### src/rtl/ps2_pkg.sv
// Shared types and constants for the PS/2 keyboard receiver.
//   ps2_state_t  - receiver frame FSM states
//   PS2_*        - frame format constants
//   odd_parity   - parity bit a well-formed frame carries for a data byte
package ps2_pkg;

   typedef enum logic [1:0] {IDLE, DATA, PARITY, STOP} ps2_state_t;

   localparam int unsigned PS2_DATA_BITS = 8;
   localparam logic        PS2_START_BIT = 1'b0;
   localparam logic        PS2_STOP_BIT  = 1'b1;

   // Odd parity: data bits plus the parity bit contain an odd number of ones.
   function automatic logic odd_parity(input logic [PS2_DATA_BITS-1:0] d);
      return ~^d;
   endfunction

endpackage

### src/rtl/ps2_keyboard_rx_if.sv
// Scan-code read bus and error/status bus between the PS/2 receiver and the
// keyboard peripheral.
//   master : receiver side (drives data/valid/level and error flags)
//   slave  : peripheral side (drives rd_i pop strobe and clr_err_i)
interface ps2_keyboard_rx_if
   import ps2_pkg::*;
#(
   parameter int unsigned FIFO_DEPTH = 4
);

   localparam int unsigned LEVEL_W = $clog2(FIFO_DEPTH) + 1;

   logic                     rd_i;
   logic [PS2_DATA_BITS-1:0] data_o;
   logic                     valid_o;
   logic [LEVEL_W-1:0]       level_o;
   logic                     clr_err_i;
   logic                     parity_err_o;
   logic                     frame_err_o;
   logic                     overflow_o;

   modport master (
      input  rd_i, clr_err_i,
      output data_o, valid_o, level_o, parity_err_o, frame_err_o, overflow_o
   );

   modport slave (
      output rd_i, clr_err_i,
      input  data_o, valid_o, level_o, parity_err_o, frame_err_o, overflow_o
   );

endinterface

### src/rtl/ps2_scan_fifo.sv
// First-word-fall-through FIFO for 8-bit scan codes.
//   clk, rst_n : clock, asynchronous active-low reset (storage cleared to 0)
//   push/wdata : write request and byte; accepted when not full or when a pop
//                happens in the same cycle
//   pop        : read request; ignored while empty
//   rdata      : head entry, read straight from storage
//   full/empty/level : occupancy status, level ranges 0..DEPTH
module ps2_scan_fifo
   import ps2_pkg::*;
#(
   parameter int unsigned DEPTH = 4
) (
   input  logic                       clk,
   input  logic                       rst_n,
   input  logic                       push,
   input  logic [PS2_DATA_BITS-1:0]   wdata,
   input  logic                       pop,
   output logic [PS2_DATA_BITS-1:0]   rdata,
   output logic                       full,
   output logic                       empty,
   output logic [$clog2(DEPTH):0]     level
);

   localparam int unsigned PTR_W   = $clog2(DEPTH);
   localparam int unsigned LEVEL_W = PTR_W + 1;

   logic [PS2_DATA_BITS-1:0] mem [DEPTH];
   logic [PTR_W-1:0]         wr_ptr;
   logic [PTR_W-1:0]         rd_ptr;
   logic [LEVEL_W-1:0]       count;
   logic                     pop_ok;
   logic                     push_ok;

   assign empty   = (count == '0);
   assign full    = (count == LEVEL_W'(DEPTH));
   assign pop_ok  = pop & ~empty;
   // A pop in the same cycle frees the slot a full FIFO needs for the push.
   assign push_ok = push & (~full | pop_ok);
   assign rdata   = mem[rd_ptr];
   assign level   = count;

   always_ff @(posedge clk or negedge rst_n) begin
      if (!rst_n) begin
         wr_ptr <= '0;
         rd_ptr <= '0;
         count  <= '0;
         for (int i = 0; i < int'(DEPTH); i++) begin
            mem[i] <= '0;
         end
      end else begin
         if (push_ok) begin
            mem[wr_ptr] <= wdata;
            wr_ptr      <= wr_ptr + PTR_W'(1);
         end
         if (pop_ok) begin
            rd_ptr <= rd_ptr + PTR_W'(1);
         end
         unique case ({push_ok, pop_ok})
            2'b10:   count <= count + LEVEL_W'(1);
            2'b01:   count <= count - LEVEL_W'(1);
            default: count <= count;
         endcase
      end
   end

endmodule

### src/rtl/ps2_keyboard_rx.sv
// PS/2 device-to-host frame receiver.
//   clk_i, rst_i : system clock, asynchronous active-low reset
//   kclk_i       : PS/2 clock (asynchronous)
//   kdata_i      : PS/2 data (asynchronous)
//   bus          : scan-code FIFO read port (data_o/valid_o/level_o/rd_i) and
//                  sticky error flags with clr_err_i
// Frames are start(0), 8 data bits LSB first, odd parity, stop(1). Good bytes
// go into a FWFT FIFO; bad frames, timeouts and drops set sticky flags.
module ps2_keyboard_rx
   import ps2_pkg::*;
#(
   parameter int unsigned FIFO_DEPTH     = 4,
   parameter int unsigned TIMEOUT_CYCLES = 20000
) (
   input  logic              clk_i,
   input  logic              rst_i,
   input  logic              kclk_i,
   input  logic              kdata_i,
   ps2_keyboard_rx_if.master bus
);

   localparam int unsigned LEVEL_W = $clog2(FIFO_DEPTH) + 1;
   localparam int unsigned TO_W    = $clog2(TIMEOUT_CYCLES);
   localparam logic [TO_W-1:0] TO_LAST = TO_W'(TIMEOUT_CYCLES - 1);

   // Synchronisers plus history stage; reset to the idle-high line level so
   // leaving reset never fakes a falling edge.
   logic kclk_s1, kclk_s2, kclk_hist;
   logic kdata_s1, kdata_s2, kdata_hist;
   logic fe;
   logic sbit;

   always_ff @(posedge clk_i or negedge rst_i) begin
      if (!rst_i) begin
         kclk_s1    <= 1'b1;
         kclk_s2    <= 1'b1;
         kclk_hist  <= 1'b1;
         kdata_s1   <= 1'b1;
         kdata_s2   <= 1'b1;
         kdata_hist <= 1'b1;
      end else begin
         kclk_s1    <= kclk_i;
         kclk_s2    <= kclk_s1;
         kclk_hist  <= kclk_s2;
         kdata_s1   <= kdata_i;
         kdata_s2   <= kdata_s1;
         kdata_hist <= kdata_s2;
      end
   end

   assign fe   = kclk_hist & ~kclk_s2;
   // Data is stable for half a bit period around the fall, so the history
   // stage is a safe sample point.
   assign sbit = kdata_hist;

   ps2_state_t               state;
   logic [2:0]               bit_cnt;
   logic [PS2_DATA_BITS-1:0] shreg;
   logic                     par_bit;
   logic [TO_W-1:0]          to_cnt;
   logic                     push;
   logic [PS2_DATA_BITS-1:0] push_data;
   logic                     parity_err;
   logic                     frame_err;
   logic                     overflow;

   logic                     fifo_full;
   logic                     fifo_empty;
   logic [PS2_DATA_BITS-1:0] fifo_rdata;
   logic [LEVEL_W-1:0]       fifo_level;
   logic                     pop_ok;
   logic                     overflow_set;

   assign pop_ok       = bus.rd_i & ~fifo_empty;
   assign overflow_set = push & fifo_full & ~pop_ok;

   always_ff @(posedge clk_i or negedge rst_i) begin
      if (!rst_i) begin
         state      <= IDLE;
         bit_cnt    <= '0;
         shreg      <= '0;
         par_bit    <= 1'b0;
         to_cnt     <= '0;
         push       <= 1'b0;
         push_data  <= '0;
         parity_err <= 1'b0;
         frame_err  <= 1'b0;
         overflow   <= 1'b0;
      end else begin
         push <= 1'b0;

         // Clear first; any set below in the same cycle takes precedence.
         if (bus.clr_err_i) begin
            parity_err <= 1'b0;
            frame_err  <= 1'b0;
            overflow   <= 1'b0;
         end
         if (overflow_set) begin
            overflow <= 1'b1;
         end

         if (state == IDLE || fe) begin
            to_cnt <= '0;
         end else begin
            to_cnt <= to_cnt + TO_W'(1);
         end

         if (state != IDLE && !fe && to_cnt == TO_LAST) begin
            state     <= IDLE;
            frame_err <= 1'b1;
         end else if (fe) begin
            unique case (state)
               IDLE: begin
                  if (sbit == PS2_START_BIT) begin
                     state   <= DATA;
                     bit_cnt <= '0;
                  end else begin
                     frame_err <= 1'b1;
                  end
               end
               DATA: begin
                  shreg   <= {sbit, shreg[PS2_DATA_BITS-1:1]};
                  bit_cnt <= bit_cnt + 3'd1;
                  if (bit_cnt == 3'(PS2_DATA_BITS - 1)) begin
                     state <= PARITY;
                  end
               end
               PARITY: begin
                  par_bit <= sbit;
                  state   <= STOP;
               end
               STOP: begin
                  state <= IDLE;
                  if (sbit != PS2_STOP_BIT) begin
                     frame_err <= 1'b1;
                  end else if (par_bit != odd_parity(shreg)) begin
                     parity_err <= 1'b1;
                  end else begin
                     push      <= 1'b1;
                     push_data <= shreg;
                  end
               end
            endcase
         end
      end
   end

   ps2_scan_fifo #(
      .DEPTH (FIFO_DEPTH)
   ) u_fifo (
      .clk   (clk_i),
      .rst_n (rst_i),
      .push  (push),
      .wdata (push_data),
      .pop   (bus.rd_i),
      .rdata (fifo_rdata),
      .full  (fifo_full),
      .empty (fifo_empty),
      .level (fifo_level)
   );

   assign bus.data_o       = fifo_rdata;
   assign bus.valid_o      = ~fifo_empty;
   assign bus.level_o      = fifo_level;
   assign bus.parity_err_o = parity_err;
   assign bus.frame_err_o  = frame_err;
   assign bus.overflow_o   = overflow;

endmodule
### src/flat_wrapper.sv
// flat-port wrapper written by rule: the top's interface ports become plain ports
module ps2_keyboard_rx_flat import ps2_pkg::*;
#(
   parameter int unsigned FIFO_DEPTH     = 4,
   parameter int unsigned TIMEOUT_CYCLES = 20000
)
  (clk_i, rst_i, kclk_i, kdata_i, bus_rd_i, bus_clr_err_i, bus_data_o, bus_valid_o, bus_level_o, bus_parity_err_o, bus_frame_err_o, bus_overflow_o);
  ps2_keyboard_rx_if #(.FIFO_DEPTH(FIFO_DEPTH)) bus_i ();
  input  logic clk_i;
  input  logic rst_i;
  input  logic kclk_i;
  input  logic kdata_i;
  input wire logic [$bits(bus_i.rd_i)-1:0] bus_rd_i;
  input wire logic [$bits(bus_i.clr_err_i)-1:0] bus_clr_err_i;
  output wire logic [$bits(bus_i.data_o)-1:0] bus_data_o;
  output wire logic [$bits(bus_i.valid_o)-1:0] bus_valid_o;
  output wire logic [$bits(bus_i.level_o)-1:0] bus_level_o;
  output wire logic [$bits(bus_i.parity_err_o)-1:0] bus_parity_err_o;
  output wire logic [$bits(bus_i.frame_err_o)-1:0] bus_frame_err_o;
  output wire logic [$bits(bus_i.overflow_o)-1:0] bus_overflow_o;
  assign bus_i.rd_i = bus_rd_i;
  assign bus_i.clr_err_i = bus_clr_err_i;
  assign bus_data_o = bus_i.data_o;
  assign bus_valid_o = bus_i.valid_o;
  assign bus_level_o = bus_i.level_o;
  assign bus_parity_err_o = bus_i.parity_err_o;
  assign bus_frame_err_o = bus_i.frame_err_o;
  assign bus_overflow_o = bus_i.overflow_o;
  ps2_keyboard_rx #(.FIFO_DEPTH(FIFO_DEPTH), .TIMEOUT_CYCLES(TIMEOUT_CYCLES)) u_core (.clk_i(clk_i), .rst_i(rst_i), .kclk_i(kclk_i), .kdata_i(kdata_i), .bus(bus_i));
endmodule
### config.mk
export PLATFORM = sky130hd
export DESIGN_NAME = ps2_keyboard_rx_flat
export DESIGN_NICKNAME = d
export VERILOG_FILES = /design/src/rtl/ps2_pkg.sv /design/src/rtl/ps2_keyboard_rx_if.sv /design/src/rtl/ps2_scan_fifo.sv /design/src/rtl/ps2_keyboard_rx.sv /design/src/flat_wrapper.sv
export SDC_FILE = /design/constraint.sdc
export NUM_CORES = 1
export LEC_CHECK = 0
export CAP_MARGIN = 40
export CELL_PAD_IN_SITES_DETAIL_PLACEMENT = 1
export CELL_PAD_IN_SITES_GLOBAL_PLACEMENT = 2
export CORE_MARGIN = 2
export CORE_UTILIZATION = 40
export CTS_BUF_LIST = sky130_fd_sc_hd__clkbuf_4
export DETAILED_ROUTE_END_ITERATION = 8
export PLACE_DENSITY = 0.85
export SYNTH_ARGS = -nofsm -noshare
export SYNTH_HDL_FRONTEND = slang
export SYNTH_SLANG_ARGS = --single-unit
### constraint.sdc
create_clock -name clk_i -period 2.85 [get_ports clk_i]
set_clock_uncertainty 0.1 [all_clocks]
set_input_delay 0.7125 -clock clk_i [delete_from_list [all_inputs] [get_ports clk_i]]
set_output_delay 0.7125 -clock clk_i [all_outputs]
set_load 0.02 [all_outputs]
* Word-level counts from Yosys, hierarchy flattened
Cells that the tools add are included.
** Storage, ports and cells
- Logic and storage cells :: 110
- Output and inout bits :: 15
- Register bits after elaboration :: 86
- Input port bits :: 6
** Operators by class
- Equal/unequal tests :: 12
- Bitwise logic cells :: 14
- Muxes and demuxes :: 34
- Magnitude comparators :: 3
- Add/subtract/negate cells :: 6
- Reduce and logical (&&, ||, !) cells :: 18
** Operators with widths (number)
- 32-bit bitwise mux :: 1
- 8-bit two-way mux :: 3
- 1-bit two-way mux :: 18
- 8-bit binary-select mux with 2-bit select :: 1
- 8-bit demux with 2-bit select :: 1
- 15-bit by 1-bit adder with 15-bit output (second input constant) :: 1
- 15-bit equality test (second input constant) :: 1
- 15-bit two-way mux :: 1
- 3-bit case mux with 2 select lines :: 2
- 2-bit nonzero test :: 5
- 3-bit AND reduction :: 3
- 2-bit two-way mux :: 4
- 2-bit case mux with 4 select lines :: 1
- 8-bit XNOR reduction :: 1
- 3-bit by 1-bit adder with 3-bit output (second input constant) :: 2
- 2-bit equality test (second input constant) :: 3
- 3-bit equality test (second input constant) :: 2
- 3-bit >= comparator (second input constant) :: 2
- 1-bit inverter :: 6
- 2-bit inverter with 3-bit output :: 2
- 1-bit AND :: 5
- 5-bit AND reduction :: 1
- 2-bit by 1-bit adder with 2-bit output (second input constant) :: 2
- 2-bit by 1-bit equality test with 1-bit output (second input constant) :: 2
- 15 further kinds :: 17

* Logic depth before layout (Yosys ltp)
Gate-level depths: netlist of the first run.
- Depth in word-level cells :: 7
- Depth in mapped cells :: 10
- Gate-level depth less buffers :: 9

* By module
Synthesis of the first run repeated with hierarchy kept, for this count alone.
** Second synthesis, totals
- Cells, all modules :: 306
- Area, all modules :: 3977.6 µm²
** Modules (own cells, without submodules)
- ps2_keyboard_rx :: area each 2175.8 µm², times used 1, sequential area each 1183.6 µm², cells each 191
- ps2_scan_fifo :: area each 1801.7 µm², times used 1, sequential area each 975.9 µm², cells each 115

* Worst setup path before layout of the first run
OpenSTA, ideal clock, no wires.
- Path type :: input-to-reg
- From :: in bus_rd_i
- To :: reg u_core.u_fifo.count[2] (netlist: u_core.u_fifo.level[2])
- Setup time :: 0.080 ns
- Setup slack :: 0.382 ns
- Path buffers :: 1
- Data required time :: 2.670 ns
- Stages on the path :: 10
- Arrival time :: 2.288 ns
- Cells stage by stage :: nor4b_1 > nor2b_1 > clkbuf_1 > inv_1 > ha_1 > inv_1 > fa_1 > xor2_1 > nor2_1 > xor2_1
** On the way
- Word-level cells in the longest chain between the ends :: 5
- Elaborated cells on any way between the ends :: 7
- Those cells by class :: eq/ne (2); mux (1); bitwise (3); reduce/logical (1)
** RTL lines
- from (decl) :: line flat_wrapper.sv:13 : input wire logic [$bits(bus_i.rd_i)-1:0] bus_rd_i;
- 1-bit AND * :: line ps2_scan_fifo.sv:36 : assign pop_ok = pop & ~empty;
- 1-bit OR :: line ps2_scan_fifo.sv:38 : assign push_ok = push & (~full | pop_ok);
- 1-bit AND :: line ps2_scan_fifo.sv:38
- 2-bit by 1-bit equality test with 1-bit output or 2-bit equality test (tied branches) :: line ps2_scan_fifo.sv:58 : unique case ({push_ok, pop_ok})
- 3-bit case mux with 2 select lines or 2-bit nonzero test (tied branches)
- to (signal assigned) :: line ps2_scan_fifo.sv:59 : 2'b10: count <= count + LEVEL_W'(1);
- to (signal assigned) :: line ps2_scan_fifo.sv:60 : 2'b01: count <= count - LEVEL_W'(1);
- to (signal assigned) :: line ps2_scan_fifo.sv:61 : default: count <= count;
- to (decl) :: line ps2_scan_fifo.sv:30 : logic [LEVEL_W-1:0] count;
Mark *: on every way between the ends. The rest lies on a longest branch, timed or not.
A chain may end at the register's enable or synchronous reset.

* Final worst setup path of the first run
- From :: reg u_core.u_fifo.rd_ptr[0]
- To :: out bus_data_o[2]
** On the way
- Word-level cells in the longest chain between the ends :: 4
** RTL lines
- from (decl) :: line ps2_scan_fifo.sv:29 : logic [PTR_W-1:0] rd_ptr;
- from (signal assigned) :: line ps2_scan_fifo.sv:56 : rd_ptr <= rd_ptr + PTR_W'(1);
- 2-bit inverter with 3-bit output (not written as such) :: line ps2_scan_fifo.sv:39 : assign rdata = mem[rd_ptr];
- 8-bit binary-select mux with 2-bit select :: line ps2_scan_fifo.sv:39
- 8-bit two-way mux (not written as such) (2 in series) :: line ps2_scan_fifo.sv:39
- to (decl) :: line flat_wrapper.sv:15 : output wire logic [$bits(bus_i.data_o)-1:0] bus_data_o;
No other way between the ends. The select of a mux whose other input is x is not followed.

==> results.tsv, run 1 <==
stage	metric	value	unit
clocking	cts_made_buffers	9	
cells_and_area	drive_gt1_frac	0.260	
floorplanning	row_count	36	
cells_and_area	filler_cell_count	1044	
synth	netlist_top_cells_area	dfrtp_1 51%, mux2_2 14%, mux4_2 4.6%	
synth	ys_types	35	
synth	syn-mean-instance-area	13.0	um2
clocking	path_clk_slew	0.15	ns
timing	finalCriticalPeriod	2.65	ns
placement	portBuffers	20	
floorplanning	die_y	103	um
timing	min_period_over_period	0.931	
synth	synth_cells	299	
timing	max_freq	377	MHz
global_routing	grt_pass1_vias	2487	
timing	final_hold_viol_count	0	
synth	synth_top_area_share	0.513	
power	vdd_drop_max	0.284	mV
clocking	clockBufferDepth	2	
setup_path	crit_type	flip-flop to output port	
setup_path	regToRegSetupSlack	0.63	ns
setup_path	worst-path-max-fanout	8	
setup_path	end_kind	output port	
setup_path	crit_required	2.04	ns
cells_and_area	syn2layout_area_growth	14.2	%
clocking	clk_latency	0.43	ns
synth	synth.most_common_cell	dfrtp_1	
timing	slew_headroom	0.610	
cells_and_area	nets	349	
route	vias_per_cell	5.06	
synth	synthTopCellsByCount	80 x dfrtp_1, 47 x mux2_2, 18 x nor2_1	
global_routing	grt_antenna_before_repair	0	
floorplanning	fp.dieW	103	um
cells_and_area	final_area	4450	um2
synth	ys_seq_area_frac	0.554	
route	wl_per_cell	15.1	um
timing	tns	0	ns
route	num_vias	2366	
setup_path	arrival	1.84	ns
floorplanning	die-area	10600	um2
synth	syn_area	3900	um2
route	finalWirelength	7.07	mm
timing	hold-worst-slack	0.166	ns
clocking	cts_sinks	86	
clocking	cts_tree	yes	
placement	dpl.hpwl	5.01	mm
cells_and_area	regArea	2160	um2
clocking	ctsRootBufferMaster	clkbuf_4	
synth	synth_nets	318	
placement	dp_slack	-0.0265	ns
cells_and_area	final_util	0.464	
synth	synth_ff_type	dfrtp_1	
synth	ys_seq_elements	86	
route	drt_pre_antenna_iters	4	
clocking	ctsHoldBuffers	0	
global_routing	grt_pass1_wl	12.1	mm
global_routing	grt_overflow	0	
placement	placed_area	4310	um2
route	first_iter_violations	40	
placement	place_congestion	0.753	
timing	worst_slack	0.195	ns
floorplanning	start_util	0.406	
cells_and_area	diodes	0	
floorplanning	io_pins	21	
timing	rsz0062_at_grt	no	
synth	synth_edf_count	0	
power	powerDensity	812	nW/um2
synth	synth_top_area_cell	dfrtp_1	
route	ant_nets	0	
flow_run	max_cap_viol_count	0	
setup_path	start_kind	flip-flop	
global_routing	grt_max_degree	46	
hold_path	hp-class	input port to asynchronous set/reset pin	
run_status	status	completed	
global_routing	grt_usage	0.151	
synth	synth.yosys.warnings	0	
timing	report.final.slew_viol_count	0	
synth	synth_async_sr_flop_share	1.00	
timing	setup_violations	0	
power	p_leak	2.08	nW
floorplanning	core_area	9590	um2
timing	tightest_slew	0.586	ns
route	drc	0	
clocking	cts_htree_levels	3	
cells_and_area	multi_input_area	1650	um2
## worst paths after layout
path	from	endpoint	cells past startpoint
max	u_core.u_fifo.rd_ptr[0]$_DFFE_PN0P_	bus_data_o[2]	3
min	rst_i	u_core.u_fifo.mem[25]$_DFFE_PN0P_	1
max reg2reg	u_core.u_fifo.level[0]$_DFFE_PN0P_	u_core.u_fifo.level[2]$_DFFE_PN0P_	9
min reg2reg	u_core.kdata_s2$_DFF_PN1_	u_core.kdata_hist$_DFF_PN1_	0
max in group asynchronous	rst_i	u_core.kdata_s2$_DFF_PN1_	3
min in group clk_i	u_core.kdata_s2$_DFF_PN1_	u_core.kdata_hist$_DFF_PN1_	0
## power by group
| group | switching, W | total, W | internal, W |
|---|---|---|---|
| Clock | 0.000453 | 0.000731 | 0.000278 |
| Combinational | 0.000562 | 0.00120 | 0.000637 |
| Sequential | 0.000243 | 0.00169 | 0.00144 |
## flip-flops by register name, summed over array words and instances (netlist names), 2 cells and up
signal                cells
u_core.u_fifo.mem        32
u_core.to_cnt            15
u_core.push_data          8
u_core.shreg              8
u_core.bit_cnt            3
u_core.u_fifo.level       3
u_core.state              2
u_core.u_fifo.rd_ptr      2
u_core.u_fifo.wr_ptr      2
## placed cells by master, fill, tap and decap left out, types with 2 or more instances in the layout
| cell type | netlist | final |
|---|---|---|
| buf_12 | 0 | 2 |
| buf_4 | 0 | 6 |
| nor2_1 | 18 | 18 |
| inv_1 | 16 | 16 |
| ha_1 | 12 | 12 |
| clkbuf_4 | 0 | 9 |
| a22oi_1 | 2 | 2 |
| mux2i_1 | 2 | 2 |
| nand2_1 | 17 | 17 |
| or3_1 | 3 | 3 |
| a21oi_1 | 3 | 3 |
| inv_6 | 0 | 3 |
| mux2_2 | 47 | 47 |
| clkdlybuf4s50_1 | 0 | 11 |
| nand4_1 | 3 | 3 |
| nand4b_1 | 2 | 2 |
| xnor2_1 | 14 | 14 |
| a211oi_1 | 2 | 2 |
| nor4_1 | 5 | 5 |
| nor4b_1 | 2 | 2 |
| nor3_1 | 6 | 6 |
| nand2b_1 | 4 | 4 |
| o21ai_0 | 9 | 9 |
| mux4_2 | 8 | 8 |
| dlygate4sd2_1 | 0 | 8 |
| clkinvlp_4 | 0 | 2 |
| o22ai_1 | 2 | 2 |
| a31oi_1 | 2 | 2 |
| dfstp_2 | 6 | 6 |
| nor2b_1 | 6 | 6 |
| dfrtp_1 | 80 | 80 |
| xor2_1 | 7 | 7 |
| nand3_1 | 7 | 7 |
## stage by stage
stage,power (W),instances
CTS,0.00370,468
global placement,0.00287,451
global route,0.00389,468
floorplan,0.00255,299
detailed placement,0.00293,451
finish,0.00362,468
## critical path: stages (launching register included)
cell and delay [ns]:
dfrtp_1 0.43, buf_12 0.16, mux4_2 0.50, dlygate4sd2_1 0.33
## logic make-up after synthesis
group                      Yosys count  share of synthesized area
xor gates and xnor gates            23                     0.0590
and+or+nand+nor                     75                     0.0963
DFF                                 86                      0.554
adders and majority gates           13                     0.0436
muxes                               58                      0.193
buffers and inverters               23                     0.0221
AOI/OAI and AO/OA                   21                     0.0321
## per-layer routing
| layer | up-vias | routed length, um | GRT usage |
|---|---|---|---|
| met5 | - | 0 | 0 |
| met4 | 0 | 112 | 0.0615 |
| met3 | 10 | 156 | 0.0298 |
| met2 | 28 | 3470 | 0.250 |
| met1 | 1218 | 3330 | 0.194 |
| li1 | 1110 | - | - |
## repair_timing
action,4_1_cts,5_1_grt
setup endpoints to repair,8,0
setup buffers,1,0
gates resized for setup,8,0
hold endpoints to repair,0,0
## area by class of cell
class                           count  share of cell area
Clock inverter                      7              0.0180
Inverter                           16              0.0135
Sequential cell                    86               0.485
Tap cell                          133              0.0374
Multi-Input combinational cell    190               0.371
Clock buffer                        9              0.0152
Timing Repair Buffer               27              0.0596
Note: power is estimated with default switching activity, not from simulation.
==> run 2: changes to the inputs <==
--- a/config.mk
+++ b/config.mk
@@ -5,6 +5,7 @@
 export SDC_FILE = /design/constraint.sdc
 export NUM_CORES = 1
 export LEC_CHECK = 0
+export ABC_AREA = 1
 export CAP_MARGIN = 40
 export CELL_PAD_IN_SITES_DETAIL_PLACEMENT = 1
 export CELL_PAD_IN_SITES_GLOBAL_PLACEMENT = 2
@@ -12,7 +13,7 @@
 export CORE_UTILIZATION = 40
 export CTS_BUF_LIST = sky130_fd_sc_hd__clkbuf_4
 export DETAILED_ROUTE_END_ITERATION = 8
-export PLACE_DENSITY = 0.85
+export PLACE_DENSITY = 0.9
 export SYNTH_ARGS = -nofsm -noshare
 export SYNTH_HDL_FRONTEND = slang
 export SYNTH_SLANG_ARGS = --single-unit
==> run 2 against run 1 <==
Compared with the run above: synthesized cell count increased by 45%; sequential share of layout area decreased by 4.4 points; wire length up 31%; combinational power increased by 38%; clock power is 18% higher; critical path depth grew 2; fmax decreased by 2.4%; count of clock-buffer cells in the layout unchanged; non-clock buffer count fell by 1; final area grew 10%; hold slack got worse by 0.039 ns; critical endpoint is now bus_data_o[1]; largest power group is now combinational logic.
==> results.tsv, run 2 <==
stage	metric	value	unit	change
setup_path	arrival	1.91	ns	+0.07 ns
power	p_leak	2.43	nW	+17%
timing	setup_violations	0		unchanged
timing	slew_headroom	0.627		+0.0177
global_routing	grt_pass1_vias	3329		+34%
synth	synth.yosys.warnings	0		unchanged
clocking	cts_tree	yes		
synth	ys_types	36		+2.9%
global_routing	grt_overflow	0		unchanged
synth	synth_async_sr_flop_share	1.00		unchanged
cells_and_area	multi_input_area	1930	um2	+17%
cells_and_area	regArea	2160	um2	unchanged
global_routing	use_met1	0.230		+0.0360
route	first_iter_violations	110		+180%
cells_and_area	mostFrequentLayoutCell	nand2_1		
placement	portBuffers	20		unchanged
hold_path	hp-class	input port to asynchronous set/reset pin		
synth	synth_edf_count	0		unchanged
setup_path	start_kind	flip-flop		
route	ant_nets	0		unchanged
cells_and_area	filler_cell_count	1188		+14%
cells_and_area	drive_gt1_frac	0.183		-0.0767
clocking	cts_sinks	86		unchanged
clocking	clockBufferDepth	2		unchanged
synth	synth_cells	433		+45%
route	drc	0		unchanged
global_routing	top_usage_layer	met2		
cells_and_area	final_util	0.470		+0.00614
cells_and_area	largest_reg_flops	32		unchanged
setup_path	end_kind	output port		
cells_and_area	regMostFlops	u_core.u_fifo.mem		
global_routing	use_met2	0.302		+0.0515
placement	place_congestion	0.755		+0.25%
timing	finalCriticalPeriod	2.72	ns	+0.0643 ns
synth	syn_area	4330	um2	+11%
synth	synth_nets	452		+42%
floorplanning	core_area	10400	um2	+8.6%
setup_path	r2r-end	u_core.u_fifo.level[2]$_DFFE_PN0P_		
power	powerDensity	838	nW/um2	+3.2%
route	finalWirelength	9.29	mm	+31%
global_routing	grt_usage	0.179		+0.0284
cells_and_area	nets	484		+39%
timing	report.final.slew_viol_count	0		unchanged
power	vdd_drop_max	0.402	mV	+42%
timing	final_hold_viol_count	0		unchanged
timing	rsz0062_at_grt	no		
route	vias_per_cell	5.04		-0.22%
synth	syn-mean-instance-area	10.0	um2	-23%
synth	ys_seq_area_frac	0.499		-0.0549
floorplanning	start_util	0.415		+0.00913
synth	ys_seq_elements	86		unchanged
synth	synth.most_common_cell	nand2_1		
cells_and_area	diodes	0		unchanged
clocking	ctsRootBufferMaster	clkbuf_4		
timing	max_freq	368	MHz	-2.4%
clocking	ctsHoldBuffers	0		unchanged
synth	synthTopCellsByCount	81 x nand2_1, 80 x dfrtp_1, 49 x inv_1		
run_status	status	completed		
floorplanning	die_y	108	um	+5.2%
synth	synth_top_area_cell	dfrtp_1		
global_routing	grt.met3_usage	0.0307		+0.000911
global_routing	grt_max_degree	46		unchanged
cells_and_area	final_cell_mix	81 x nand2_1, 80 x dfrtp_1, 48 x inv_1, 41 x nor2_1, 28 x mux2_4		
setup_path	ff2ff_path_depth	9		unchanged
route	drt_pre_antenna_iters	4		unchanged
timing	tightest_slew	0.559	ns	-0.0265 ns
setup_path	r2r-start	u_core.u_fifo.level[1]$_DFFE_PN0P_		
floorplanning	row_count	37		+2.8%
setup_path	crit_type	flip-flop to output port		
route	wl_per_cell	15.3	um	+1.5%
flow_run	max_cap_viol_count	0		unchanged
setup_path	regToRegSetupSlack	0.79	ns	+0.16 ns
floorplanning	fp.dieW	108	um	+5.2%
clocking	cts_htree_levels	3		unchanged
setup_path	crit_required	2.04	ns	about the same
cells_and_area	syn2layout_area_growth	13.2	%	
route	num_vias	3057		+29%
clocking	cts_made_buffers	9		unchanged
timing	min_period_over_period	0.954		+0.0226
clocking	path_clk_slew	0.15	ns	about the same
placement	dpl.hpwl	6.67	mm	+33%
synth	synth_ff_type	dfrtp_1		
global_routing	grt_antenna_before_repair	0		unchanged
clocking	clk_latency	0.45	ns	+0.02 ns
cells_and_area	reg_top3	u_core.u_fifo.mem x32, u_core.to_cnt x15		
global_routing	grt_pass1_wl	16.2	mm	+34%
synth	netlist_top_cells_area	dfrtp_1 46%, mux2_4 9.7%, nand2_1 7.0%		
timing	tns	0	ns	unchanged
synth	synth_top_area_share	0.463		-0.0509
floorplanning	io_pins	21		unchanged
setup_path	worst-path-max-fanout	10		+2
floorplanning	die-area	11700	um2	+11%
[run 2: changes by cell type after synthesis, moves of 8 or more]
cell	delta
inv_1	+33
o21ai_1	+10
nand2_1	+64
nand4_1	+11
mux2_4	+28
nand3_1	+8
xnor2_1	-11
mux2_2	-47
nor2_1	+23
a21oi_1	+10
o21ai_0	+15
mux4_2	-8
[run 2: report_power, final]
part | leakage, nW | total (W) | internal (W) | switching (W)
logic | 1.19 | 0.00165 | 0.000587 | 0.00106
clock network | 0.0969 | 0.000865 | 0.000380 | 0.000485
registers | 1.15 | 0.00159 | 0.00140 | 0.000193
[run 2: metrics by stage]
stage	hold slack, ns	total power, W	worst slack, ns	instance area (um2)	cells
after CTS	0.125	0.00417	0.0344	4890	606
after floorplan	0.245	0.00274	0.586	4330	433
after global routing	0.139	0.00443	0.0390	4900	606
after detailed placement	0.248	0.00333	0.126	4720	590
after global placement	0.245	0.00324	0.238	4720	590
final	0.127	0.00411	0.131	4900	606
[run 2: cell type report]
cell class | count | share of cell area
tap | 136 | 0.0347
inverter | 55 | 0.0422
sequential | 86 | 0.441
timing repair buffer | 26 | 0.0508
multi-input combinational | 287 | 0.395
clock inverter | 7 | 0.0227
clock buffer | 9 | 0.0138
[run 2: cell families (layout without fill, tap and decap cells)]
group                    count (synthesis)  in the layout  share of synthesized area
AND/OR/NAND/NOR                        177            177                      0.213
flip-flops                              86             86                      0.499
buffers and inverters                   60             97                     0.0544
AO/OA/AOI/OAI                           57             57                     0.0703
multiplexers                            32             32                      0.108
adder cells (fa/ha/maj)                 13             13                     0.0393
XOR/XNOR                                 8              8                     0.0162
[run 2: worst max-delay path by stage]
stage | cells after the start | start | slack (ns) | endpoint
after floorplan | 9 | bus_rd_i | 0.59 | u_core.u_fifo.level[2]$_DFFE_PN0P_
after global placement | 9 | bus_rd_i | 0.24 | u_core.u_fifo.level[2]$_DFFE_PN0P_
after detailed placement | 9 | bus_rd_i | 0.13 | u_core.u_fifo.level[2]$_DFFE_PN0P_
after CTS | 4 | u_core.u_fifo.rd_ptr[0]$_DFFE_PN0P_ | 0.03 | bus_data_o[7]
after global routing | 5 | u_core.u_fifo.rd_ptr[0]$_DFFE_PN0P_ | 0.04 | bus_data_o[1]
final | 5 | u_core.u_fifo.rd_ptr[0]$_DFFE_PN0P_ | 0.13 | bus_data_o[1]
[run 2: worst max-delay path: stages, from the launching register on]
cell,delay [ns]
dfrtp_1,0.41
inv_1,0.19
buf_4,0.22
o21ai_0,0.12
o22ai_1,0.15
dlygate4sd2_1,0.37
[run 2: layer usage]
metal / vias to the layer above / share of wire
li1: 1494 / -
met1: 1525 / 0.47
met2: 26 / 0.49
met3: 12 / 0.019
met4: 0 / 0.017
met5: - / 0
[run 2: repair_timing]
| item | in CTS | in global routing |
|---|---|---|
| hold endpoints to repair | 0 | 0 |
| setup endpoints to repair | 8 | 1 |
| setup buffers | 0 | 0 |
| pin swaps | 0 | 0 |
| gates resized for setup | 8 | 1 |
